File: src/rtl/dma_stream_ctrl.sv
`default_nettype none
// ============================================================================
// Module   : dma_stream_ctrl
// Purpose  : Stream-side DMA engine in front of the shared BRAM.
//            - WR transfer: AXI-Stream slave beats -> registered BRAM writes
//              (dma_wr_en / dma_wr_data / dma_write_pointer).
//            - RD transfer: BRAM reads (dma_rd_en / dma_read_pointer) with a
//              fixed return latency, buffered in a small FIFO that feeds the
//              AXI-Stream master so backpressure never loses data.
//            One transfer at a time; 'done' pulses for one cycle at the end.
// Ports    : clk, rst_n (async assert, active-low)
//            start_wr, start_rd, len[15:0]     command (accepted in IDLE only)
//            busy, done, len_err, xfer_count    status
//            s_axis_*                           input stream (slave)
//            m_axis_*                           output stream (master)
//            dma_wr_*, dma_rd_*, dma_*_pointer  BRAM side
// Revision : 1.0 - initial release
// ============================================================================
module dma_stream_ctrl #(
  parameter int DATA_WIDTH = 32,
  parameter int RD_LATENCY = 2,
  parameter int FIFO_DEPTH = 4
) (
  input  logic                  clk,
  input  logic                  rst_n,
  input  logic                  start_wr,
  input  logic                  start_rd,
  input  logic [15:0]           len,
  output logic                  busy,
  output logic                  done,
  output logic                  len_err,
  output logic [15:0]           xfer_count,
  input  logic [DATA_WIDTH-1:0] s_axis_tdata,
  input  logic                  s_axis_tvalid,
  input  logic                  s_axis_tlast,
  output logic                  s_axis_tready,
  output logic [DATA_WIDTH-1:0] m_axis_tdata,
  output logic                  m_axis_tvalid,
  output logic                  m_axis_tlast,
  input  logic                  m_axis_tready,
  output logic                  dma_wr_en,
  output logic [DATA_WIDTH-1:0] dma_wr_data,
  output logic [15:0]           dma_write_pointer,
  output logic                  dma_rd_en,
  output logic [15:0]           dma_read_pointer,
  input  logic [DATA_WIDTH-1:0] dma_rd_data
);

  localparam int AW = $clog2(FIFO_DEPTH);
  localparam int CW = $clog2(FIFO_DEPTH) + 1;
  localparam logic [CW:0] DEPTH_C = (CW+1)'(FIFO_DEPTH);

  typedef enum logic [1:0] {
    S_IDLE = 2'd0,
    S_WR   = 2'd1,
    S_RD   = 2'd2,
    S_FIN  = 2'd3
  } state_t;

  state_t                 state, state_next;
  logic [15:0]            len_q;
  logic [15:0]            rd_issued;
  logic                   wr_last;       // final write beat accepted, strobe pending
  logic [RD_LATENCY-1:0]  issue_sr;      // one bit per read in flight
  logic [DATA_WIDTH-1:0]  fifo_mem [FIFO_DEPTH];
  logic [AW-1:0]          fifo_wp, fifo_rp;
  logic [CW-1:0]          fifo_count;
  logic [CW-1:0]          inflight;
  logic [CW:0]            credit_sum;
  logic [15:0]            cnt_inc;
  logic                   start_accept, s_hs, m_hs, wr_final, rd_final, push;

  assign start_accept = (state == S_IDLE) && (start_wr || start_rd);
  assign s_hs         = s_axis_tvalid && s_axis_tready;
  assign m_hs         = m_axis_tvalid && m_axis_tready;
  assign cnt_inc      = xfer_count + 16'd1;
  assign wr_final     = s_hs && ((cnt_inc == len_q) || s_axis_tlast);
  assign rd_final     = m_hs && (cnt_inc == len_q);
  assign push         = issue_sr[RD_LATENCY-1];

  // Read credit: every issued-but-not-delivered word owns a FIFO slot, so the
  // FIFO cannot overflow no matter how long the output stalls.
  always_comb begin
    inflight = '0;
    for (int i = 0; i < RD_LATENCY; i++) begin
      inflight = inflight + {{(CW-1){1'b0}}, issue_sr[i]};
    end
  end
  assign credit_sum = {1'b0, inflight} + {1'b0, fifo_count};

  // Output stream: head of FIFO; data gated so idle outputs read as zero.
  assign m_axis_tvalid = (state == S_RD) && (fifo_count != '0);
  assign m_axis_tdata  = m_axis_tvalid ? fifo_mem[fifo_rp] : '0;
  assign m_axis_tlast  = m_axis_tvalid && (xfer_count == len_q - 16'd1);

  // FSM state register
  always_ff @(posedge clk or negedge rst_n) begin
    if (!rst_n) state <= S_IDLE;
    else        state <= state_next;
  end

  // FSM next-state and control outputs
  always_comb begin
    state_next    = state;
    s_axis_tready = 1'b0;
    dma_rd_en     = 1'b0;
    busy          = (state != S_IDLE);
    done          = 1'b0;
    case (state)
      S_IDLE: begin
        if (start_wr)      state_next = (len == 16'd0) ? S_FIN : S_WR;
        else if (start_rd) state_next = (len == 16'd0) ? S_FIN : S_RD;
      end
      S_WR: begin
        // Stay one extra cycle after the final beat so its strobe goes out
        // before FIN; tready is already low in that cycle.
        s_axis_tready = !wr_last;
        if (wr_last) state_next = S_FIN;
      end
      S_RD: begin
        dma_rd_en = (rd_issued < len_q) && (credit_sum < DEPTH_C);
        if (rd_final) state_next = S_FIN;
      end
      S_FIN: begin
        done       = 1'b1;
        state_next = S_IDLE;
      end
      default: state_next = S_IDLE;
    endcase
  end

  // Transfer bookkeeping and registered write strobe
  always_ff @(posedge clk or negedge rst_n) begin
    if (!rst_n) begin
      len_q             <= '0;
      xfer_count        <= '0;
      len_err           <= 1'b0;
      wr_last           <= 1'b0;
      rd_issued         <= '0;
      dma_wr_en         <= 1'b0;
      dma_wr_data       <= '0;
      dma_write_pointer <= '0;
    end else begin
      dma_wr_en <= s_hs;
      if (s_hs) begin
        dma_wr_data       <= s_axis_tdata;
        dma_write_pointer <= xfer_count;
      end
      if (start_accept) begin
        len_q      <= len;
        xfer_count <= '0;
        len_err    <= 1'b0;
        wr_last    <= 1'b0;
        rd_issued  <= '0;
      end else begin
        if (s_hs) begin
          xfer_count <= cnt_inc;
          if (wr_final) wr_last <= 1'b1;
          if (s_axis_tlast && (cnt_inc < len_q)) len_err <= 1'b1;
        end
        if (m_hs)      xfer_count <= cnt_inc;
        if (dma_rd_en) rd_issued  <= rd_issued + 16'd1;
      end
    end
  end

  assign dma_read_pointer = rd_issued;

  // Read-latency pipeline and return FIFO pointers
  always_ff @(posedge clk or negedge rst_n) begin
    if (!rst_n) begin
      issue_sr   <= '0;
      fifo_wp    <= '0;
      fifo_rp    <= '0;
      fifo_count <= '0;
    end else begin
      for (int i = RD_LATENCY - 1; i > 0; i--) begin
        issue_sr[i] <= issue_sr[i-1];
      end
      issue_sr[0] <= dma_rd_en;
      if (push) fifo_wp <= fifo_wp + 1'b1;
      if (m_hs) fifo_rp <= fifo_rp + 1'b1;
      case ({push, m_hs})
        2'b10:   fifo_count <= fifo_count + 1'b1;
        2'b01:   fifo_count <= fifo_count - 1'b1;
        default: fifo_count <= fifo_count;
      endcase
    end
  end

  // FIFO storage (no reset needed: contents are only read while counted valid)
  always_ff @(posedge clk) begin
    if (push) fifo_mem[fifo_wp] <= dma_rd_data;
  end

endmodule
`default_nettype wire

File: config.mk
export PLATFORM = sky130hd
export DESIGN_NAME = dma_stream_ctrl
export DESIGN_NICKNAME = d
export VERILOG_FILES = /design/src/rtl/dma_stream_ctrl.sv
export SDC_FILE = /design/constraint.sdc
export NUM_CORES = 1
export LEC_CHECK = 0
export CORE_UTILIZATION = 48
export CTS_CLUSTER_SIZE = 40
export DETAILED_ROUTE_END_ITERATION = 12
export PLACE_DENSITY = 0.74
export SLEW_MARGIN = 30
export SYNTH_ARGS = -nofsm -noshare
export SYNTH_HDL_FRONTEND = slang
export SYNTH_SLANG_ARGS = --single-unit
File: constraint.sdc
create_clock -name clk -period 7.25 [get_ports clk]
set_clock_uncertainty 0.15 [all_clocks]
set_input_delay 1.45 -clock clk [delete_from_list [all_inputs] [get_ports clk]]
set_output_delay 1.45 -clock clk [all_outputs]
set_load 0.02 [all_outputs]
==> flow_summary.toml <==
[critical_path]
regToRegStartpoint = "xfer_count[0]"
worstReg2RegEnd = "state[0]"
crit_chain = "inv_1 -> ha_1 -> nor3b_2 -> nand2_1 -> xnor2_1 -> nand3_1 -> o41ai_1 -> nor3_1 -> nor4_2 -> clkdlybuf4s50_1"
slowest_delay_ns = 0.66
path_max_fanout = 5
path_delay_family = "simple AND/OR/NAND/NOR gates"
worstPathRequired_ns = 5.65
path_buf_inv = 2
rr_worst_depth = 15
r2r_slack_ns = 3.21
startpoint = "len_q[1]"
crit_path_end_kind = "output port"
start_kind = "flip-flop"
crit_type = "reg2out"
cp_slowest_cell = "clkdlybuf4s50_1"
worstPathArrival_ns = 3.31

[yosys]
syn_area_sq_um = 11100
dominantRegCellSynth = "edfxtp_1"
yosys-top-cells-area = "edfxtp_1 (35%), dfrtp_1 (25%), nand2_1 (6.8%)"
syn-num-nets = 1043
ys_ff_latch = 238
synth_top_area_share = 0.347
yosys.area.top_type = "edfxtp_1"
synth_edf_count = 128
ys_async_sr_fraction = 0.462
synth_seq_area_share = 0.596
synth_area_per_cell_sq_um = 12.2
syn_inst = 911
ys_types = 59
yosysWarnings = 0

[timing]
slew_violations = 0
timing.final.crit_share = 0.678
maxSlewHeadroom = 0.430
fin_crit_ns = 4.91
hold_viol_final = 0
setup_tns_ns = 0
worst_slew_pin_slew_ns = 0.850
whs_ns = 0.237
maxClockFrequency_mhz = 204
setup_viol = 0
rsz0062_at_grt = "false"

[placed_design]
port_buffers = 206
gp_congestion = 0.861
dp_cells = 1369
dp_hpwl_um = 17200
placed_area_sq_um = 13400

[final_layout]
final_cells = 1418
syn2layout_area_growth_pct = 28.2
fin_area_sq_um = 14200
seq_area_sq_um = 6600
multi_input_area_sq_um = 4170
fillers = 1774
nets = 1244
post_route_cells_drive_above_1_share = 0.0972

[route]
routed_wl_um = 25100
wl_per_cell_um = 17.7
drc = 0
via_per_inst = 5.35
ant_nets = 0
drtIter0Drc = 434
vias = 7585
firstDrtPassIters = 5

[cts]
clock-root-buffer = "clkbuf_16"
cts_tree = "yes"
clkLatencyLatePin_ns = 0.53
clock-sinks = 238
post_cts_resized = 0
cts_hold_buf = 0
clockBufferDepth = 3
cts_buffers = 26
post_cts_buffers = 0
cts_max_level = 1
cts.clk_slew.worst_paths_ns = 0.06

[floorplanning]
die_h_um = 154
die_w_um = 154
num_rows = 55
core_area_sq_um = 22600
start_util = 0.489
ios = 207
die-area_sq_um = 23700

[global_routing]
grt_pass1_vias = 7522
grt_pass1_wl_um = 40100
grt_remaining_overflow = 0
antenna_found_initial = 1
grt_usage = 0.216
grt_max_degree = 60

[outcome]
run_status = "complete, no violations"

[worst_hold_path]
hold_path_end = "issue_sr[1]"
min_path_type = "reg2reg"
hold_depth = 0
min_from = "issue_sr[0]"

[run]
drv_cap = 0

[power_and_ir_drop]
p_total_w = 0.00505
power.density_nw_per_um2 = 356
p_leak_nw = 5.64
peakVddDrop_mv = 0.151
-- layout make-up --
cell class / instances / share of cell area
Antenna cell: 1 / 0.000176
Sequential cell: 238 / 0.465
Inverter: 31 / 0.00819
Clock buffer: 32 / 0.0488
Timing Repair Buffer: 218 / 0.151
Clock inverter: 16 / 0.00793
Multi-Input combinational cell: 597 / 0.294
Tap cell: 285 / 0.0251
-- how the worst max path moves through the flow --
stage | end | slack [ns] | cells after the start
final | m_axis_tlast | 2.34 | 10
after global routing | m_axis_tlast | 2.05 | 10
after CTS | m_axis_tlast | 2.33 | 10
after detailed placement | m_axis_tlast | 2.92 | 8
after global placement | m_axis_tlast | 2.95 | 8
after floorplan | m_axis_tlast | 3.60 | 7
-- synthesized netlist by cell type, types with 4 or more instances --
master / instances
nand2_1: 200
a21oi_1: 25
xnor2_1: 41
edfxtp_1: 128
a211oi_1: 5
mux4_2: 32
nand4_1: 11
nor3_1: 8
nand3_1: 26
o21ai_0: 38
dfrtp_1: 110
a2111oi_2: 4
nor2b_1: 5
xor2_1: 21
and3_1: 6
inv_1: 29
nor4_1: 6
o21a_1: 4
buf_2: 9
ha_1: 44
clkbuf_1: 32
nor2_1: 38
and2_1: 37
or3_1: 6
-- kinds of logic (layout without fill, tap and decap cells) --
| family | count (synthesis) | after routing | synth area share |
|---|---|---|---|
| DFF | 238 | 238 | 0.596 |
| other | 0 | 1 | 0 |
| AOI/OAI and AO/OA | 97 | 97 | 0.0573 |
| and+or+nand+nor | 360 | 360 | 0.152 |
| xor gates and xnor gates | 62 | 62 | 0.0490 |
| muxes | 33 | 33 | 0.0661 |
| buffers and inverters | 76 | 297 | 0.0285 |
| adders and majority gates | 45 | 45 | 0.0515 |
-- layout by cell type, fill, tap and decap left out, types with 29 or more instances in the layout --
cell / n
dfrtp_1: 109
mux4_2: 32
nor2_1: 37
nand2_1: 199
ha_1: 44
clkdlybuf4s50_1: 205
and2_1: 37
inv_1: 29
o21ai_0: 38
edfxtp_1: 128
xnor2_1: 41
-- report_power, final --
group	leakage [nW]	total [W]	internal (W)	switching, W
Combinational	2.65	0.00196	0.000869	0.00109
Clock	0.400	0.00123	0.000713	0.000517
Sequential	2.59	0.00186	0.00169	0.000173
Total	5.64	0.00505	0.00327	0.00178
-- through the flow --
step,setup slack [ns],util
4_1_cts,2.33,0.627
3_5_place_dp,2.92,0.592
3_3_place_gp,2.95,0.592
5_1_grt,2.05,0.627
6_report,2.34,0.627
2_1_floorplan,3.60,-
-- flip-flops by register name (all words and copies together), names as in the netlist --
register,count
fifo_mem,128
dma_wr_data,32
dma_read_pointer,16
dma_write_pointer,16
len_q,16
xfer_count,16
fifo_count,3
fifo_rp,2
fifo_wp,2
issue_sr,2
state,2
dma_wr_en,1
len_err,1
wr_last,1
-- per-layer routing --
metal / global-route usage / vias up / part of all wire
met4: 0.0600 / 0 / 0.018
met1: 0.292 / 3712 / 0.43
met5: 0 / - / 0
met3: 0.0383 / 31 / 0.059
met2: 0.361 / 231 / 0.49
li1: - / 3611 / -
(Power assumes the default switching activity.)
